`src/rtl/seg7_scan_driver_if.sv`:
```
// ============================================================================
// Module   : seg7_scan_driver_if
// Brief    : Display data request and segment/digit-enable bundle for
//            seg7_scan_driver.
// Revision : 1.0 - initial release
// ============================================================================
`default_nettype none

interface seg7_scan_driver_if #(
    parameter int DIGITS = 4
);
    logic [4*DIGITS-1:0] data;
    logic [DIGITS-1:0]   dp;
    logic [7:0]          led;
    logic [DIGITS-1:0]   sa;

    modport master (
        output data,
        output dp,
        input  led,
        input  sa
    );

    modport slave (
        input  data,
        input  dp,
        output led,
        output sa
    );
endinterface

`default_nettype wire

```
`src/rtl/seg7_scan_driver.sv`:
```
// ============================================================================
// Module   : seg7_scan_driver
// Brief    : Time-multiplexed N-digit common-anode 7-segment driver with hex
//            decode, per-digit decimal point, dead time and frame-wide capture.
//            Optional leading-zero blanking with SEG7_LZ_BLANK_EN.
// Revision : 1.0 - initial release
// ============================================================================
`default_nettype none

module seg7_scan_driver #(
    parameter int DIGITS   = 4,
    parameter int SCAN_DIV = 100000,
    parameter int DEAD     = 2
) (
    input  wire               clk,
    input  wire               rst_n,
    seg7_scan_driver_if.slave bus
);

    localparam int c_idx_w = (DIGITS > 1) ? $clog2(DIGITS) : 1;
    localparam int c_pre_w = $clog2(SCAN_DIV);

    localparam logic [c_pre_w-1:0] c_pre_last = c_pre_w'(SCAN_DIV - 1);
    localparam logic [c_idx_w-1:0] c_idx_last = c_idx_w'(DIGITS - 1);

    logic [c_pre_w-1:0]  r_pre;
    logic [c_idx_w-1:0]  r_idx;
    logic [4*DIGITS-1:0] r_shadow_data;
    logic [DIGITS-1:0]   r_shadow_dp;
    logic [7:0]          r_led;
    logic [DIGITS-1:0]   r_sa;

    logic                w_pre_last;
    logic                w_frame;
    logic                w_dead;
    logic [3:0]          w_nib;
    logic                w_dp_bit;
    logic                w_blank_bit;
    logic [DIGITS-1:0]   w_blank;
    logic [DIGITS-1:0]   w_sa_next;

    function automatic logic [6:0] f_hex7(input logic [3:0] nib);
        logic [6:0] seg;
        case (nib)
            4'h0:    seg = 7'b0000001;
            4'h1:    seg = 7'b1001111;
            4'h2:    seg = 7'b0010010;
            4'h3:    seg = 7'b0000110;
            4'h4:    seg = 7'b1001100;
            4'h5:    seg = 7'b0100100;
            4'h6:    seg = 7'b0100000;
            4'h7:    seg = 7'b0001101;
            4'h8:    seg = 7'b0000000;
            4'h9:    seg = 7'b0000100;
            4'hA:    seg = 7'b0001000;
            4'hB:    seg = 7'b1100000;
            4'hC:    seg = 7'b0110001;
            4'hD:    seg = 7'b1000010;
            4'hE:    seg = 7'b0110000;
            default: seg = 7'b0111000;
        endcase
        return seg;
    endfunction

    assign w_pre_last = (r_pre == c_pre_last);
    assign w_frame    = w_pre_last && (r_idx == c_idx_last);

    generate
        if (DEAD == 0) begin : g_no_dead
            assign w_dead = 1'b0;
        end else begin : g_dead
            assign w_dead = (r_pre < c_pre_w'(DEAD));
        end
    endgenerate

    always_ff @(posedge clk or negedge rst_n) begin
        if (!rst_n) begin
            r_pre <= '0;
            r_idx <= '0;
        end else if (w_pre_last) begin
            r_pre <= '0;
            r_idx <= (r_idx == c_idx_last) ? '0 : r_idx + 1'b1;
        end else begin
            r_pre <= r_pre + 1'b1;
        end
    end

    // Inputs are sampled only on the frame boundary so a frame is never torn.
    always_ff @(posedge clk or negedge rst_n) begin
        if (!rst_n) begin
            r_shadow_data <= '0;
            r_shadow_dp   <= '0;
        end else if (w_frame) begin
            r_shadow_data <= bus.data;
            r_shadow_dp   <= bus.dp;
        end
    end

`ifdef SEG7_LZ_BLANK_EN
    logic w_zero_above;

    // Walk from the most significant digit down; digit 0 always shows.
    always_comb begin
        w_zero_above = 1'b1;
        w_blank      = '0;
        for (int i = DIGITS - 1; i >= 0; i--) begin
            w_zero_above = w_zero_above & (r_shadow_data[4*i +: 4] == 4'h0);
            if (i > 0) begin
                w_blank[i] = w_zero_above;
            end
        end
    end
`else
    assign w_blank = '0;
`endif

    always_comb begin
        w_nib       = '0;
        w_dp_bit    = 1'b0;
        w_blank_bit = 1'b0;
        w_sa_next   = '1;
        for (int i = 0; i < DIGITS; i++) begin
            if (r_idx == c_idx_w'(i)) begin
                w_nib       = r_shadow_data[4*i +: 4];
                w_dp_bit    = r_shadow_dp[i];
                w_blank_bit = w_blank[i];
                if (!w_dead) begin
                    w_sa_next[i] = 1'b0;
                end
            end
        end
    end

    always_ff @(posedge clk or negedge rst_n) begin
        if (!rst_n) begin
            r_led <= 8'hFF;
            r_sa  <= '1;
        end else begin
            r_led <= {(w_blank_bit ? 7'h7F : f_hex7(w_nib)), ~w_dp_bit};
            r_sa  <= w_sa_next;
        end
    end

    assign bus.led = r_led;
    assign bus.sa  = r_sa;

endmodule

`default_nettype wire
```
`src/flat_wrapper.sv`:
```
// flat-port wrapper written by rule: the top's interface ports become plain ports
module seg7_scan_driver_flat 
#(
    parameter int DIGITS   = 4,
    parameter int SCAN_DIV = 100000,
    parameter int DEAD     = 2
)
  (clk, rst_n, bus_data, bus_dp, bus_led, bus_sa);
  seg7_scan_driver_if #(.DIGITS(DIGITS)) bus_i ();
  input  wire clk;
  input  wire rst_n;
  input wire logic [$bits(bus_i.data)-1:0] bus_data;
  input wire logic [$bits(bus_i.dp)-1:0] bus_dp;
  output wire logic [$bits(bus_i.led)-1:0] bus_led;
  output wire logic [$bits(bus_i.sa)-1:0] bus_sa;
  assign bus_i.data = bus_data;
  assign bus_i.dp = bus_dp;
  assign bus_led = bus_i.led;
  assign bus_sa = bus_i.sa;
  seg7_scan_driver #(.DIGITS(DIGITS), .SCAN_DIV(SCAN_DIV), .DEAD(DEAD)) u_core (.clk(clk), .rst_n(rst_n), .bus(bus_i));
endmodule
```
`config.mk`:
```
export PLATFORM = sky130hd
export DESIGN_NAME = seg7_scan_driver_flat
export DESIGN_NICKNAME = d
export VERILOG_FILES = /design/src/rtl/seg7_scan_driver_if.sv /design/src/rtl/seg7_scan_driver.sv /design/src/flat_wrapper.sv
export SDC_FILE = /design/constraint.sdc
export NUM_CORES = 1
export LEC_CHECK = 0
export CAP_MARGIN = 40
export CORE_MARGIN = 2
export CORE_UTILIZATION = 35
export CTS_BUF_LIST = sky130_fd_sc_hd__clkbuf_8
export DETAILED_ROUTE_END_ITERATION = 6
export GPL_TIMING_DRIVEN = 1
export HOLD_SLACK_MARGIN = 0.02
export REMOVE_ABC_BUFFERS = 1
export SYNTH_ARGS = -nofsm -noshare
export SYNTH_HDL_FRONTEND = slang
export SYNTH_SLANG_ARGS = --single-unit
```
`constraint.sdc`:
```
create_clock -name clk -period 4 [get_ports clk]
set_input_delay 0.8 -clock clk [delete_from_list [all_inputs] [get_ports clk]]
set_output_delay 0.8 -clock clk [all_outputs]
set_load 0.02 [all_outputs]
```
Word level (Yosys, flattened, before mapping)
Memories as Yosys holds them, arrays and structs flattened. A register that Yosys moved wholly into a read port is not among the register bits.
Cells that the tools add are included.
{ "word_totals": {"ff_bits": 51, "rom_bits": 112, "in_bits": 22, "output_inout_bits": 12, "memories": 1} }
{ "classes": {"n_addsub": 2, "order_cmp": 1, "n_eq_ne": 4, "n_mux": 15, "bitwise": 1, "reduce_logical": 3} }
{ "mem_list": {"columns": ["name", "depth", "word_bits", "rd", "rd_clocked_by_memory_dff", "write_ports", "line_no", "rtl"], "rows": [
  ["(name not given)", 16, 7, 1, 1, 0, "seg7_scan_driver.sv:44", "case (nib)"]
]} }
{ "ops": {"columns": ["cell", "n"], "rows": [
  ["17-bit by 1-bit adder with 17-bit output (second input constant)", 1],
  ["17-bit == test (second input constant)", 1],
  ["17-bit by 2-bit less-than comparator with 1-bit output (second input constant)", 1],
  ["17-bit two-way mux", 1],
  ["4-bit two-way mux", 4],
  ["1-bit two-way mux", 9],
  ["2-bit == test (second input constant)", 2],
  ["2-bit by 1-bit adder with 2-bit output (second input constant)", 1],
  ["2-bit by 1-bit == test with 1-bit output (second input constant)", 1],
  ["2-bit zero test", 1],
  ["2-bit two-way mux", 1],
  ["1-bit logical AND", 1],
  ["1-bit zero test", 1],
  ["1-bit NOT", 1]
]} }

Logic depth before layout (Yosys ltp)
{ "logic_depth": {"word_depth": 6, "mapped_depth": 10} }

Worst setup path before layout
No wires, ideal clock.
{ "synth_timing": {"path_kind": "register to register", "from": "register u_core.r_idx[0]", "to": "register u_core.r_led[1] (netlist: u_core.bus.led[1])", "t_arrival_ns": 2.328, "t_required_ns": 3.921, "setup_slack_ns": 1.593, "stages_incl_launch_ff": 11, "path_buffers": 2, "cell_sequence": "dfrtp_1 > ha_1 > buf_2 > or2_2 > clkbuf_1 > a221oi_1 > a221o_1 > inv_1 > ha_1 > mux2_2 > a22o_1"} }
{ "synth_between": {"elab_chain_cells": 5, "elab_cells_between_ends": 8, "classes_between": "eq/ne (3); mux (4); reduce/logical (1)"} }
{ "synth_rtl": {"columns": ["element", "line_no", "rtl"], "rows": [
  ["start, declared", "seg7_scan_driver.sv:27", "logic [c_idx_w-1:0] r_idx;"],
  ["start signal, assigned", "seg7_scan_driver.sv:82", "r_idx <= (r_idx == c_idx_last) ? '0 : r_idx + 1'b1;"],
  ["2-bit zero test", "seg7_scan_driver.sv:123", "if (r_idx == c_idx_w'(i)) begin"],
  ["4-bit two-way mux (3 in a row)", "seg7_scan_driver.sv:123", null],
  ["4-bit two-way mux (*)", "seg7_scan_driver.sv:123", null],
  ["end, declared", "seg7_scan_driver.sv:30", "logic [7:0] r_led;"]
]} }
Mark *: on every way between the ends. The rest lies on a longest branch, timed or not.
A chain may end at the register's enable or synchronous reset.

Final worst setup path
Same ends and word-level chain as after synthesis.

==> run metrics <==
layout cells sized above 1=0.231; post-CTS resize count=0; die area=7870 sq um; sequential fraction of design power=0.582; Netlist cell types=41; DP Area=2940 sq um; WL final=4.59 mm; Critical Path AT=2810 ps; Max Slew Vio Count=0; Final #Nets=265; register area share after synthesis=0.514; clk sink count=51; skew final=9.15 ps; cells after synthesis=198; IO Count=34; status=finished clean; setup_tns=0 ps; asr flop ratio synth=1.00; HPWL Detailed=3.33 mm; DRC Markers=0; vias per cell=4.81; switch share=0.236; WP data required=4250 ps; worst setup path class=flop to flop; Die Ht=88.7 um; Final Hold Viols=0; DRT Pass-1 Iters=4; most frequent cells in the layout=39 x dfrtp_1, 32 x clkdlybuf4s50_1, 20 x mux2_4, 14 x nand2_1; TritonCTS clock tree=built; Hold Worst Slack=407 ps; Power Total=937 uW; initial antenna violation count=0; synth warn=0; via count=1588; Worst slew margin=0.557; Clock Tree Buf Depth=2; P_sw=221 uW; Iteration-0 DRC Markers=59; achievable clock frequency=391 MHz; maximum VDD drop=0.000162 V; clock slew seen by the registers of the worst setup and hold paths=100 ps; Root Driver=clkbuf_8; Worst setup SP type=flop; CP max FO=10; CP endpoint kind=flop; max incr delay on CP=410 ps; post-synth top area cell=dfrtp_1; Worst R2R End=u_core.bus.led[1]; Finished Cell Area=3020 sq um; CTS Hold Bufs=0; final setup fails=0; total grt overflow=0; TritonCTS Buffers=5; crit path cell chain=ha_1 -> or2_2 -> a221oi_1 -> a221o_1 -> inv_1 -> ha_1 -> mux2_2 -> a22o_1; worst skew pair latency=310 ps; Yosys reg bits=51; Core ar.=6870 sq um; Final Wtd Congestion=0.738; min Tclk post-route=2560 ps; average wire per standard cell=13.9 um; R2R depth=8; fin crit share=0.640; largest cells by area after synthesis=dfrtp_1 39%, dfstp_2 13%, mux2_4 12%, ha_1 5.0%, xnor2_1 3.5%; flop2flop setup slack=1440 ps; worst slew pin tran=660 ps; Area Overhead vs Synth=20.3%; power share of the clock group=0.310; Leak=1.34 nW; Post-synth EDFFs=0; Starting Density=0.366; Power Internal=716 uW; top_reg_cell synth=dfrtp_1; Crit path top cell by count=ha_1; Comb pwr share=0.108; worst reg2reg path startpoint=u_core.r_idx[0]; diode count=0; chip width=88.7 um; largest net degree at the start of global routing=28; DRT antenna net count=0; Pwr Density=310 nW/um^2; H-tree Lvls=2; Max Cap Viol=0; Total GRT Usage=0.128; Post-Syn Area=2510 sq um; vias in the first global route=1586; Slowest-stage cell, CP=dfrtp_1; first-pass GRT wire length=7.72 mm; syn_area_per_cell=12.7 sq um; port bufs=33; Hold WC Path Type=input pin to asynchronous set/reset pin; postcts setup bufs=0; Synth top area share=0.388; FP Rows=30; RSZ-0062 raised after global routing=false; most common cell after layout, fill and taps aside=dfrtp_1
[through the flow]
stage | utilization | setup WS, ps | std cells
2_1_floorplan | - | 1710 | 191
3_3_place_gp | 0.425 | 1470 | 321
3_5_place_dp | 0.428 | 1460 | 322
4_1_cts | 0.440 | 1430 | 330
5_1_grt | 0.440 | 1290 | 330
6_report | 0.440 | 1440 | 330
[layout make-up]
| type | instances | area (sq um) |
|---|---|---|
| tap | 96 | 120 |
| clock inverter | 3 | 16.3 |
| sequential | 51 | 1290 |
| clock buffer | 5 | 68.8 |
| multi-input combinational | 133 | 1150 |
| inverter | 7 | 26.3 |
| fill | 633 | 3850 |
| timing repair buffer | 35 | 353 |
[worst max-delay path, delay by kind of cell, from the launching register on]
| family | cells | cell delay, ps |
|---|---|---|
| adders and majority gates | 2 | 580 |
| and+or+nand+nor | 1 | 410 |
| muxes | 1 | 270 |
| buffers and inverters | 1 | 100 |
| DFF | 1 | 410 |
| AOI/OAI and AO/OA | 3 | 730 |
[worst max-delay path by stage]
stage | slack, ps | cells after the start | end | startpoint
2_1_floorplan | 1710 | 8 | u_core.bus.led[1] | u_core.r_idx[0]
6_report | 1440 | 8 | u_core.bus.led[1] | u_core.r_idx[0]
3_5_place_dp | 1460 | 8 | u_core.bus.led[1] | u_core.r_idx[0]
5_1_grt | 1290 | 8 | u_core.bus.led[1] | u_core.r_idx[0]
3_3_place_gp | 1470 | 8 | u_core.bus.led[1] | u_core.r_idx[0]
4_1_cts | 1430 | 8 | u_core.bus.led[1] | u_core.r_idx[0]
[layer usage]
| metal | routed length (um) | track usage |
|---|---|---|
| met5 | 0 | 0 |
| met4 | 74 | 0.0455 |
| met3 | 181 | 0.0289 |
| met2 | 2120 | 0.200 |
| met1 | 2210 | 0.176 |
[sequential cells by signal, indices dropped and copies added (netlist names)]
name and count:
u_core.r_pre 17, u_core.r_shadow_data 16, u_core.bus.led 8, u_core.bus.sa 4, u_core.r_shadow_dp 4, u_core.r_idx 2
[Yosys cell counts, types with 3 or more instances]
master / instances
ha_1: 10
and4_1: 4
nand2_1: 14
dfrtp_1: 39
xnor2_1: 10
nor2b_1: 5
inv_1: 7
o221a_2: 3
mux2_4: 20
dfstp_2: 12
a22o_1: 4
nor2_1: 12
nand4_1: 4
mux2i_1: 5
xor2_1: 5
nand3_1: 7
nor3_1: 4
o21ai_0: 3
[kinds of logic (layout without fill, tap and decap cells)]
| logic type | count (synthesis) | in the layout | synth area share |
|---|---|---|---|
| simple gates | 61 | 61 | 0.135 |
| flops | 51 | 51 | 0.514 |
| mux | 26 | 26 | 0.144 |
| compound gates | 21 | 21 | 0.0752 |
| xor+xnor | 15 | 15 | 0.0523 |
| buf+inv | 14 | 50 | 0.0294 |
| fa+ha+maj | 10 | 10 | 0.0498 |
[power groups by stage]
stage / clock network [mW] / logic [mW] / registers, mW
floorplan: 0 / 0.0405 / 0.562
global placement: 0 / 0.0983 / 0.555
detailed placement: 0 / 0.102 / 0.555
CTS: 0.303 / 0.103 / 0.545
global route: 0.324 / 0.111 / 0.547
finish: 0.291 / 0.101 / 0.545
(Power assumes the default switching activity.)
